[src/rtl/mdu_pkg.sv]
// Shared types and constants for the RV32M multiply/divide controller.
// Opcodes follow RV32M funct3 encoding.
package mdu_pkg;

  typedef enum logic [2:0] {
    OP_MUL    = 3'b000,
    OP_MULH   = 3'b001,
    OP_MULHSU = 3'b010,
    OP_MULHU  = 3'b011,
    OP_DIV    = 3'b100,
    OP_DIVU   = 3'b101,
    OP_REM    = 3'b110,
    OP_REMU   = 3'b111
  } mdu_op_e;

  typedef enum logic [1:0] {
    S_IDLE,
    S_ISSUE,
    S_WAIT,
    S_HOLD
  } mdu_state_e;

  localparam logic [31:0] DIV_ZERO_Q = 32'hFFFF_FFFF;
  localparam logic [31:0] INT_MIN    = 32'h8000_0000;

endpackage

[src/rtl/mdu_special_case.sv]
// Detects divide-by-zero and signed overflow and supplies the
// architectural result so the divider never has to be started.
module mdu_special_case
  import mdu_pkg::*;
(
  input  logic [2:0]  op,
  input  logic [31:0] rs1,
  input  logic [31:0] rs2,
  output logic        special,
  output logic [31:0] result
);

  logic div_zero;
  logic ovf;

  assign div_zero = (rs2 == '0);
  assign ovf      = (rs1 == INT_MIN) && (rs2 == '1);

  always_comb begin
    special = 1'b0;
    result  = '0;
    unique case (mdu_op_e'(op))
      OP_DIV: begin
        if (div_zero) begin
          special = 1'b1;
          result  = DIV_ZERO_Q;
        end else if (ovf) begin
          special = 1'b1;
          result  = INT_MIN;
        end
      end
      OP_DIVU: begin
        if (div_zero) begin
          special = 1'b1;
          result  = DIV_ZERO_Q;
        end
      end
      OP_REM: begin
        if (div_zero) begin
          special = 1'b1;
          result  = rs1;
        end else if (ovf) begin
          special = 1'b1;
          result  = '0;
        end
      end
      OP_REMU: begin
        if (div_zero) begin
          special = 1'b1;
          result  = rs1;
        end
      end
      default: ;
    endcase
  end

endmodule

[src/rtl/mdu_ctrl.sv]
// RV32M controller: sequences external multiplier/divider units,
// short-circuits special divides and times out silent units.
module mdu_ctrl
  import mdu_pkg::*;
#(
  parameter int WAIT_LIMIT = 255
) (
  input  logic        clk,
  input  logic        rst,
  input  logic        mdu_in_valid,
  input  logic [2:0]  mdu_op,
  input  logic [31:0] rs1,
  input  logic [31:0] rs2,
  input  logic        cpu_busy,
  output logic [31:0] mdu_out,
  output logic        mdu_out_valid,
  output logic        mdu_err,
  output logic        mdu_busy,
  output logic        div_in_valid,
  output logic [1:0]  div_type,
  output logic [31:0] dividend,
  output logic [31:0] divisor,
  input  logic [31:0] div_out,
  input  logic        div_out_valid,
  input  logic        div_busy,
  output logic        mul_in_valid,
  output logic [1:0]  mul_type,
  output logic [31:0] mul_a,
  output logic [31:0] mul_b,
  input  logic [31:0] mul_out,
  input  logic        mul_out_valid
);

  localparam int CW = $clog2(WAIT_LIMIT + 1);

  mdu_state_e  state;
  mdu_state_e  next;
  logic [2:0]  op_q;
  logic [31:0] rs1_q;
  logic [31:0] rs2_q;
  logic [31:0] result;
  logic        err;
  logic [CW-1:0] cnt;

  logic        sc_special;
  logic [31:0] sc_result;
  logic        unit_valid;
  logic [31:0] unit_out;
  logic        timeout;

  mdu_special_case u_sc (
    .op      (mdu_op),
    .rs1     (rs1),
    .rs2     (rs2),
    .special (sc_special),
    .result  (sc_result)
  );

  assign unit_valid = op_q[2] ? div_out_valid : mul_out_valid;
  assign unit_out   = op_q[2] ? div_out : mul_out;
  // Last permitted WAIT cycle; a valid result here still wins.
  assign timeout    = (cnt == CW'(WAIT_LIMIT - 1));

  assign div_type = op_q[1:0];
  assign mul_type = op_q[1:0];
  assign dividend = rs1_q;
  assign divisor  = rs2_q;
  assign mul_a    = rs1_q;
  assign mul_b    = rs2_q;
  assign mdu_out  = (state == S_HOLD) ? result : '0;
  assign mdu_err  = (state == S_HOLD) && err;

  always_ff @(posedge clk or negedge rst) begin
    if (!rst) state <= S_IDLE;
    else      state <= next;
  end

  always_comb begin
    next          = state;
    mul_in_valid  = 1'b0;
    div_in_valid  = 1'b0;
    mdu_out_valid = 1'b0;
    mdu_busy      = 1'b1;
    unique case (state)
      S_IDLE: begin
        mdu_busy = 1'b0;
        if (mdu_in_valid)
          next = sc_special ? S_HOLD : S_ISSUE;
      end
      S_ISSUE: begin
        if (!op_q[2]) begin
          mul_in_valid = 1'b1;
          next         = S_WAIT;
        end else if (!div_busy) begin
          div_in_valid = 1'b1;
          next         = S_WAIT;
        end
      end
      S_WAIT: begin
        if (unit_valid || timeout) next = S_HOLD;
      end
      S_HOLD: begin
        mdu_out_valid = 1'b1;
        if (!cpu_busy) next = S_IDLE;
      end
      default: next = S_IDLE;
    endcase
  end

  always_ff @(posedge clk or negedge rst) begin
    if (!rst) begin
      op_q   <= '0;
      rs1_q  <= '0;
      rs2_q  <= '0;
      result <= '0;
      err    <= 1'b0;
      cnt    <= '0;
    end else begin
      unique case (state)
        S_IDLE: begin
          if (mdu_in_valid) begin
            op_q  <= mdu_op;
            rs1_q <= rs1;
            rs2_q <= rs2;
            err   <= 1'b0;
            if (sc_special) result <= sc_result;
          end
        end
        S_ISSUE: cnt <= '0;
        S_WAIT: begin
          cnt <= cnt + 1'b1;
          if (unit_valid) begin
            result <= unit_out;
          end else if (timeout) begin
            result <= '0;
            err    <= 1'b1;
          end
        end
        S_HOLD: begin
          if (!cpu_busy) err <= 1'b0;
        end
        default: ;
      endcase
    end
  end

endmodule

[config.mk]
export PLATFORM = sky130hd
export DESIGN_NAME = mdu_ctrl
export DESIGN_NICKNAME = d
export VERILOG_FILES = /design/src/rtl/mdu_pkg.sv /design/src/rtl/mdu_special_case.sv /design/src/rtl/mdu_ctrl.sv
export SDC_FILE = /design/constraint.sdc
export NUM_CORES = 1
export LEC_CHECK = 0
export CAP_MARGIN = 20
export CORE_ASPECT_RATIO = 2
export CORE_UTILIZATION = 42
export DETAILED_ROUTE_END_ITERATION = 10
export PLACE_DENSITY = 0.82
export SLEW_MARGIN = 25
export SYNTH_ARGS = -nofsm -noshare
export SYNTH_HDL_FRONTEND = slang
export SYNTH_SLANG_ARGS = --single-unit
[constraint.sdc]
create_clock -name clk -period 2.5 [get_ports clk]
set_input_delay 0.25 -clock clk [delete_from_list [all_inputs] [get_ports clk]]
set_output_delay 0.25 -clock clk [all_outputs]
set_load 0.01 [all_outputs]
Word level (Yosys, flattened, before mapping)
Index checks and enable logic that the tools add are counted.
{ "word_totals": {"regBits": 110, "latchBits": 0, "mem_bits_rw": 0, "rom_bits": 0, "in_bits": 138, "out_inout_bits": 169, "word_cells": 78, "n_memories": 0} }
{ "op_classes": {"n_addsub": 1, "n_mul": 0, "div": 0, "n_lt_le_gt_ge": 0, "eq_ne": 18, "shifts": 0, "mux": 37, "bitwise_logic": 0, "n_reduce_logical": 15} }
{ "op_table": {"columns": ["cell", "count"], "rows": [
  ["32-bit two-way mux", 10],
  ["32-bit one-hot mux with 3 select lines", 1],
  ["32-bit == test (second input constant)", 2],
  ["32-bit one-hot mux with 2 select lines", 1],
  ["32-bit zero test", 1],
  ["8-bit one-hot mux with 2 select lines", 1],
  ["1-bit two-way mux", 15],
  ["3-bit == test (second input constant)", 4],
  ["2-bit two-way mux", 6],
  ["2-bit inequality test (second input constant)", 6],
  ["8-bit by 1-bit adder with 8-bit output (second input constant)", 1],
  ["8-bit == test (second input constant)", 1],
  ["2-bit one-hot mux with 4 select lines", 1],
  ["4-bit AND reduction", 2],
  ["3-bit inequality test (second input constant)", 2],
  ["2-bit OR reduction", 3],
  ["5-bit AND reduction", 1],
  ["2-bit == test (second input constant)", 2],
  ["2-bit nonzero test", 2],
  ["1-bit one-hot mux with 3 select lines", 1],
  ["3-bit nonzero test", 1],
  ["2-bit by 1-bit == test with 1-bit output (second input constant)", 1],
  ["1-bit logical AND", 2],
  ["2-bit zero test", 1],
  ["other kinds (3)", 3]
]} }

Logic depth before layout (Yosys ltp)
Gate-level depths: netlist (run 1).
{ "logic_depth": {"depth_word": 8, "mapped_depth": 9, "mapped_depth_nobuf": 8} }

Hierarchy
From an unflattened synthesis (run 1), not the netlist that was laid out.
{ "hier_totals": {"hier_cells": 577, "hier_area_um2": 6587.6} }
{ "modules_own_cells": {"columns": ["mod", "instances", "cells_each", "area_each_um2", "seq_area_each_um2"], "rows": [
  ["mdu_ctrl", 1, 467, 5869.4, 2752.6],
  ["mdu_special_case", 1, 110, 718.2, 0.0]
]} }

Worst setup path before layout (run 1)
OpenSTA, ideal clock, no wires.
{ "synth_path": {"kind": "input to register", "from": "input port rs1[17]", "to": "register result[0]", "setup_ns": 0.125, "arrival_ns": 1.925, "required_time_ns": 2.375, "setup_slack_ns": 0.450, "stages": 7, "path_cell_list": "or4_1 nor4_1 nand3_1 o21ai_2 nand2_2 buf_6 mux2_4"} }
{ "synth_via": {"elab_chain_cells": 7} }
{ "synth_rtl": {"columns": ["item", "line", "rtl"], "rows": [
  ["start, declared", "mdu_ctrl.sv:12", "input logic [31:0] rs1,"],
  ["32-bit == test", "mdu_special_case.sv:17", "assign ovf = (rs1 == INT_MIN) && (rs2 == '1);"],
  ["1-bit logical AND", "mdu_special_case.sv:17", null],
  ["1-bit two-way mux", "mdu_special_case.sv:27, mdu_special_case.sv:42", null],
  ["1-bit two-way mux", "mdu_special_case.sv:24", "if (div_zero) begin"],
  ["1-bit one-hot mux with 2 select lines", "mdu_special_case.sv:22", "unique case (mdu_op_e'(op))"],
  ["2-bit inequality test (no source line)", null, null],
  ["4-bit AND reduction (no source line)", null, null],
  ["end signal, assigned", "mdu_ctrl.sv:126", "if (sc_special) result <= sc_result;"],
  ["end signal, assigned", "mdu_ctrl.sv:133", "result <= unit_out;"],
  ["end, declared", "mdu_ctrl.sv:41", "logic [31:0] result;"]
]} }
Every way passes these cells.
A chain may end at the register's enable or synchronous reset.

Worst setup path after layout (run 1)
{ "layout_path": {"from": "input port rs1[17]", "to": "register result[20]"} }
The elaborated chain is that of the path after synthesis.

==> results.cfg, run 1 <==
[status]
status = finished clean

[clock_tree]
cts_tree = yes
cts_made_buffers = 9
htree_levels = 3
cts.path.max_buffers = 2
clk_pin_slew_ns = 0.07
clkSinkCount = 110
insertion_delay_ns = 0.34
cts_root_buf = clkbuf_16
post_cts_buffers = 0

[power]
sequentialPowerShare_pct = 30.8
peakVddDrop_v = 0.0008478
combPwrFrac_pct = 55.9
swShare_pct = 34.70
pwr-share-clk_pct = 13.3
switchingPower_mw = 3.721
p_int_mw = 7.001
p_per_area_nw_per_um2 = 1103
fin_total_pwr_mw = 10.72
p_leak_nw = 4.196

[drt]
drtIter0Drc = 174
drc = 0
ant_nets = 0
dr.pass1.iters = 4
vias_per_cell = 5.209
finalWirelength_um = 20130
wl_per_cell_um = 20.13
vias = 5209

[yosys]
netlist.area_leader.share_pct = 42.82
synthFlopType = dfrtp_1
synthArstFlopShare_pct = 100.0
syn_nets = 688
netlist_top_cells_area = dfrtp_1 43%, mux2_2 12%, buf_4 7.9%
ys_seq_area_share_pct = 42.82
synth_cell_types = 49
syn-mean-instance-area_um2 = 11.82
yosys_warnings = 0
syn_inst = 544
synth_area_um2 = 6429
synth_edf_count = 0
synth_common_cells = 110 x dfrtp_1, 68 x buf_4, 66 x mux2_2, 34 x and2_1, 34 x mux2i_1
synth_top_area_cell = dfrtp_1
ys_ff_latch = 110
synth.most_common_cell = dfrtp_1

[cells_and_area]
register_area_um2 = 2754
final_util_pct = 65.27
drive_gt1_share_pct = 22.98
antenna_cells = 0
multiInputGateArea_um2 = 2983
nets = 944
fillers = 1116
syn2layout_area_growth_pct = 51.27

[sta]
post-route-period-util_pct = 97.60
worstMarginPinSlew_ns = 0.5838
fin_skew_ns = 0.007433
clock.fmax_mhz = 409.8
slew_headroom_pct = 60.72
drv_slew = 0
finalHoldViolations = 0
setup_violations = 0
rsz0062_at_grt = false
fin_crit_ns = 2.440

[global_route]
grt_use_total_pct = 25.26
antenna_found_initial = 0
grt_max_degree = 50
grt_pass1_wl_um = 29630
first_global_vias = 5549
grt_overflow = 0

[setup_path]
crit_path_cell_trace = clkdlybuf4s50_1 > or4_4 > nor4_2 > buf_4 > nand3_1 > o21ai_2 > nand2_2 > buf_4 > mux2_1
startpoint_type = primary input
crit_type = primary input to register
crit_arrival_ns = 2.66
cpMostUsedCell = buf_4
cp-end-kind = register
critical_path_required_ns = 2.72
cp_max_fo = 9
cp_slowest_cell = or4_4
r2r_setup_slack_ns = 0.39
cpPeakStageDelay_ns = 0.57

[job]
drv_cap = 0

[floorplanning]
dieArea_um2 = 15830
row_count = 63
start_util_pct = 43.15
fp.coreArea_um2 = 14900
io_pins = 307
fp.dieH_um = 177.0
die_w_um = 89.48

[placed_design]
hpwl_um = 15810
place_congestion = 0.8739
place.port_buffers = 306

[worst_hold_path]
holdCritPathClass = primary input to async pin
[flip-flops by register name, summed over array words and instances, names as in the netlist]
register and cells:
cnt 8, op_q 3, state 2, err 1, divisor 32, dividend 32
result 32
[metal layers]
layer	global-route usage (%)	share of wire (%)
met5	0	0
met4	10.71	3.5
met3	3.451	4.7
met2	47.01	56
met1	27.56	36
[what timing repair did]
action,in CTS,in global routing
setup endpoints to repair,0,28
hold buffers,1,0
gates resized for setup,0,2
endpoints found under the hold margin,36,0
[power by group through the flow]
stage | logic (mW) | clock network (mW) | registers [mW]
final | 5.99 | 1.42 | 3.30
after global placement | 5.87 | 0 | 3.26
after global routing | 6.34 | 1.51 | 3.40
after detailed placement | 6.01 | 0 | 3.32
after CTS | 6.05 | 1.45 | 3.31
after floorplan | 3.34 | 0 | 3.36
[metrics by stage]
step / std cells / hold WS (ns) / instance area, um2 / setup slack (ns) / setup TNS (ns)
after floorplan: 544 / -0.04559 / 6429 / 0.4497 / 0
after global placement: 983 / 0.2427 / 9412 / -0.2904 / -8.788
after detailed placement: 983 / 0.2593 / 9412 / -0.3434 / -10.35
after CTS: 1000 / 0.4306 / 9714 / 0.02054 / 0
after global routing: 1000 / 0.4642 / 9724 / 0.01658 / 0
final: 1000 / 0.4200 / 9724 / 0.06003 / 0
[cell families (layout without fill, tap and decap cells)]
group / after synthesis / after routing / share of synthesized area, %
multiplexers: 131 / 131 / 23.98
XOR/XNOR: 1 / 1 / 0.1363
AND/OR/NAND/NOR: 135 / 135 / 13.60
flip-flops: 110 / 110 / 42.82
AO/OA/AOI/OAI: 56 / 56 / 7.201
buffers and inverters: 105 / 366 / 11.09
adder cells (fa/ha/maj): 6 / 6 / 1.168
[critical path: cells and delay by family]
kind	cells	cell delay, ns
multiplexers	1	0.31
AND/OR/NAND/NOR	4	1.07
AO/OA/AOI/OAI	1	0.17
buffers and inverters	3	0.85
[cells in the final DEF, fill, tap and decap left out, drive strengths merged, types with 3 or more instances in the layout]
| cell | instances |
|---|---|
| a21oi | 3 |
| and2 | 34 |
| and2b | 21 |
| and3 | 4 |
| buf | 36 |
| clkbuf | 11 |
| clkdlybuf4s50 | 305 |
| clkinv | 3 |
| dfrtp | 110 |
| ha | 6 |
| inv | 8 |
| mux2 | 97 |
| mux2i | 34 |
| nand2 | 14 |
| nand3 | 8 |
| nand4 | 11 |
| nor2 | 4 |
| nor2b | 13 |
| nor4 | 11 |
| nor4b | 3 |
| o211ai | 4 |
| o21ai | 10 |
| o22ai | 31 |
| or4 | 4 |
[final timing paths]
check / end / startpoint / cells after the start
min in group clk: result[20]$_DFFE_PN0P_ / result[20]$_DFFE_PN0P_ / 1
hold reg to reg: result[20]$_DFFE_PN0P_ / result[20]$_DFFE_PN0P_ / 1
setup reg to reg: result[13]$_DFFE_PN0P_ / state[0]$_DFFE_PN0P_ / 8
hold / removal: dividend[21]$_DFFE_PN0P_ / rst / 2
max in group asynchronous: result[8]$_DFFE_PN0P_ / rst / 3
setup / recovery: result[20]$_DFFE_PN0P_ / rs1[17] / 9
[cell type report]
cell class / instances / share of cell area (%)
inverters: 8 / 0.3088
clock inverters: 5 / 0.6176
clock buffers: 11 / 2.393
flip-flops and latches: 110 / 28.32
multi-input cells: 329 / 30.67
well taps: 195 / 2.509
repair buffers: 342 / 35.18
Power figures use the tool's default switching activity.
==> run 2, diff against run 1 <==
--- a/config.mk
+++ b/config.mk
@@ -5,7 +5,6 @@
 export SDC_FILE = /design/constraint.sdc
 export NUM_CORES = 1
 export LEC_CHECK = 0
-export CAP_MARGIN = 20
 export CORE_ASPECT_RATIO = 2
 export CORE_UTILIZATION = 42
 export DETAILED_ROUTE_END_ITERATION = 10
==> results of run 2 <==
Final layout, timing and power as in run 1 (identical DEF).
==> run 3, diff against run 2 <==
--- a/config.mk
+++ b/config.mk
@@ -5,10 +5,13 @@
 export SDC_FILE = /design/constraint.sdc
 export NUM_CORES = 1
 export LEC_CHECK = 0
+export CELL_PAD_IN_SITES_DETAIL_PLACEMENT = 1
+export CELL_PAD_IN_SITES_GLOBAL_PLACEMENT = 1
 export CORE_ASPECT_RATIO = 2
-export CORE_UTILIZATION = 42
+export CORE_UTILIZATION = 31
+export CTS_CLUSTER_DIAMETER = 40
 export DETAILED_ROUTE_END_ITERATION = 10
-export PLACE_DENSITY = 0.82
+export PLACE_DENSITY_LB_ADDON = 0.1
 export SLEW_MARGIN = 25
 export SYNTH_ARGS = -nofsm -noshare
 export SYNTH_HDL_FRONTEND = slang
==> results.cfg, run 3 (synthesis gave the netlist of run 1 again) <==
[status]
status = finished clean

[floorplanning]
die_w_um = 103.8
fp.dieH_um = 205.7
dieArea_um2 = 21350
fp.coreArea_um2 = 20370
row_count = 74
start_util_pct = 31.56
io_pins = 307

[worst_hold_path]
holdCritPathClass = primary input to async pin

[drt]
vias = 5213
vias_per_cell = 4.822
wl_per_cell_um = 20.51
finalWirelength_um = 22170
drtIter0Drc = 131
ant_nets = 0
dr.pass1.iters = 4
drc = 0

[setup_path]
crit_arrival_ns = 2.64
cp-end-kind = register
cp_slowest_cell = or4_1
cp_max_fo = 32
crit_buf_inv = 3
startpoint_type = primary input
crit_family = simple AND/OR/NAND/NOR gates
crit_type = primary input to register
cp_num_cells = 9
critical_path_required_ns = 2.73
crit_path_cell_trace = clkdlybuf4s50_1 > or4_1 > nor4_1 > buf_4 > nand3_1 > o21ai_2 > nand2_2 > buf_12 > mux2_1
r2r_cells = 9
cpPeakStageDelay_ns = 0.57

[placed_design]
pre_cts_ws_ns = -0.3484
place.port_buffers = 306
placed_cell_area_um2 = 9575
place_congestion = 0.7634
hpwl_um = 17580

[clock_tree]
cts_tree = yes
clkSinkCount = 110
clk_pin_slew_ns = 0.07
htree_levels = 3
insertion_delay_ns = 0.35
cts_root_buf = clkbuf_16
cts_made_buffers = 9
cts.path.max_buffers = 2

[job]
drv_cap = 0

[global_route]
first_global_vias = 5869
grt_max_degree = 46
antenna_found_initial = 0
grt_pass1_wl_um = 34180
grt_use_total_pct = 20.98
grt_overflow = 0

[cells_and_area]
final_cell_mix = 305 x clkdlybuf4s50_1, 109 x dfrtp_1, 66 x mux2_2
drive_gt1_share_pct = 23.56
fin_area_um2 = 9879
syn2layout_area_growth_pct = 53.68
layout_commonest_cell = clkdlybuf4s50_1
final_util_pct = 48.50
nets = 955
antenna_cells = 0

[sta]
setup_violations = 0
fin_skew_ns = 0.007442
clock.fmax_mhz = 415.9
fin_crit_ns = 2.404
finalHoldViolations = 0
drv_slew = 0
setup-tns-final_ns = 0
rsz0062_at_grt = false
worstMarginPinSlew_ns = 0.6410
post-route-period-util_pct = 96.18
slew_headroom_pct = 57.27
fin_ws_ns = 0.09560

[power]
peakVddDrop_v = 0.0005040
p_leak_nw = 4.246
p_per_area_nw_per_um2 = 1090
-- run 3: metal layers --
layer | up-vias | GRT usage, % | routed length (um) | share of wire [%]
met5 | - | 0 | 0 | 0
met4 | 0 | 6.429 | 425 | 1.9
met3 | 20 | 4.054 | 986 | 4.4
met2 | 178 | 41.48 | 12790 | 58
met1 | 2619 | 21.92 | 7969 | 36
li1 | 2396 | - | - | -
-- run 3: per-stage QoR --
step	hold slack (ns)	cells	power, mW
2_1_floorplan	-0.04559	544	6.696
3_3_place_gp	0.3060	1064	9.231
3_5_place_dp	0.3161	1064	9.424
4_1_cts	0.4769	1080	10.93
5_1_grt	0.5043	1081	11.36
6_report	0.4557	1081	10.77
-- run 3: report_power, final --
group | switching, mW | leakage [nW] | total, mW | internal [mW]
clock | 0.645 | 0.137 | 1.45 | 0.803
sequential | 0.693 | 1.38 | 3.32 | 2.63
combinational | 2.39 | 2.73 | 6.00 | 3.61
total | 3.73 | 4.25 | 10.8 | 7.04
-- run 3: final cells by class --
class                      instances  area, um2
clock buffer                      14      254.0
inverter                           8      30.03
timing repair buffer             353       3503
clock inverter                     1      30.03
multi-input combinational        329       2975
sequential                       110       2754
fill                            2190      10490
tap                              266      332.8
-- run 3: worst paths after layout --
check | from | endpoint | slack (ns)
max | rs1[17] | result[21]$_DFFE_PN0P_ | 0.1
min | rst | result[30]$_DFFE_PN0P_ | 0.46
max reg2reg | state[0]$_DFFE_PN0P_ | result[21]$_DFFE_PN0P_ | 0.40
min reg2reg | result[20]$_DFFE_PN0P_ | result[20]$_DFFE_PN0P_ | 0.49
max in group asynchronous | rst | cnt[3]$_DFFE_PN0P_ | 1.33
min in group clk | result[20]$_DFFE_PN0P_ | result[20]$_DFFE_PN0P_ | 0.49
-- run 3: repair_timing --
item / CTS / global route
endpoints found under the setup margin: 0 / 33
gates resized for setup: 0 / 1
setup buffers: 0 / 1
endpoints found under the hold margin: 42 / 0
hold buffers: 1 / 0
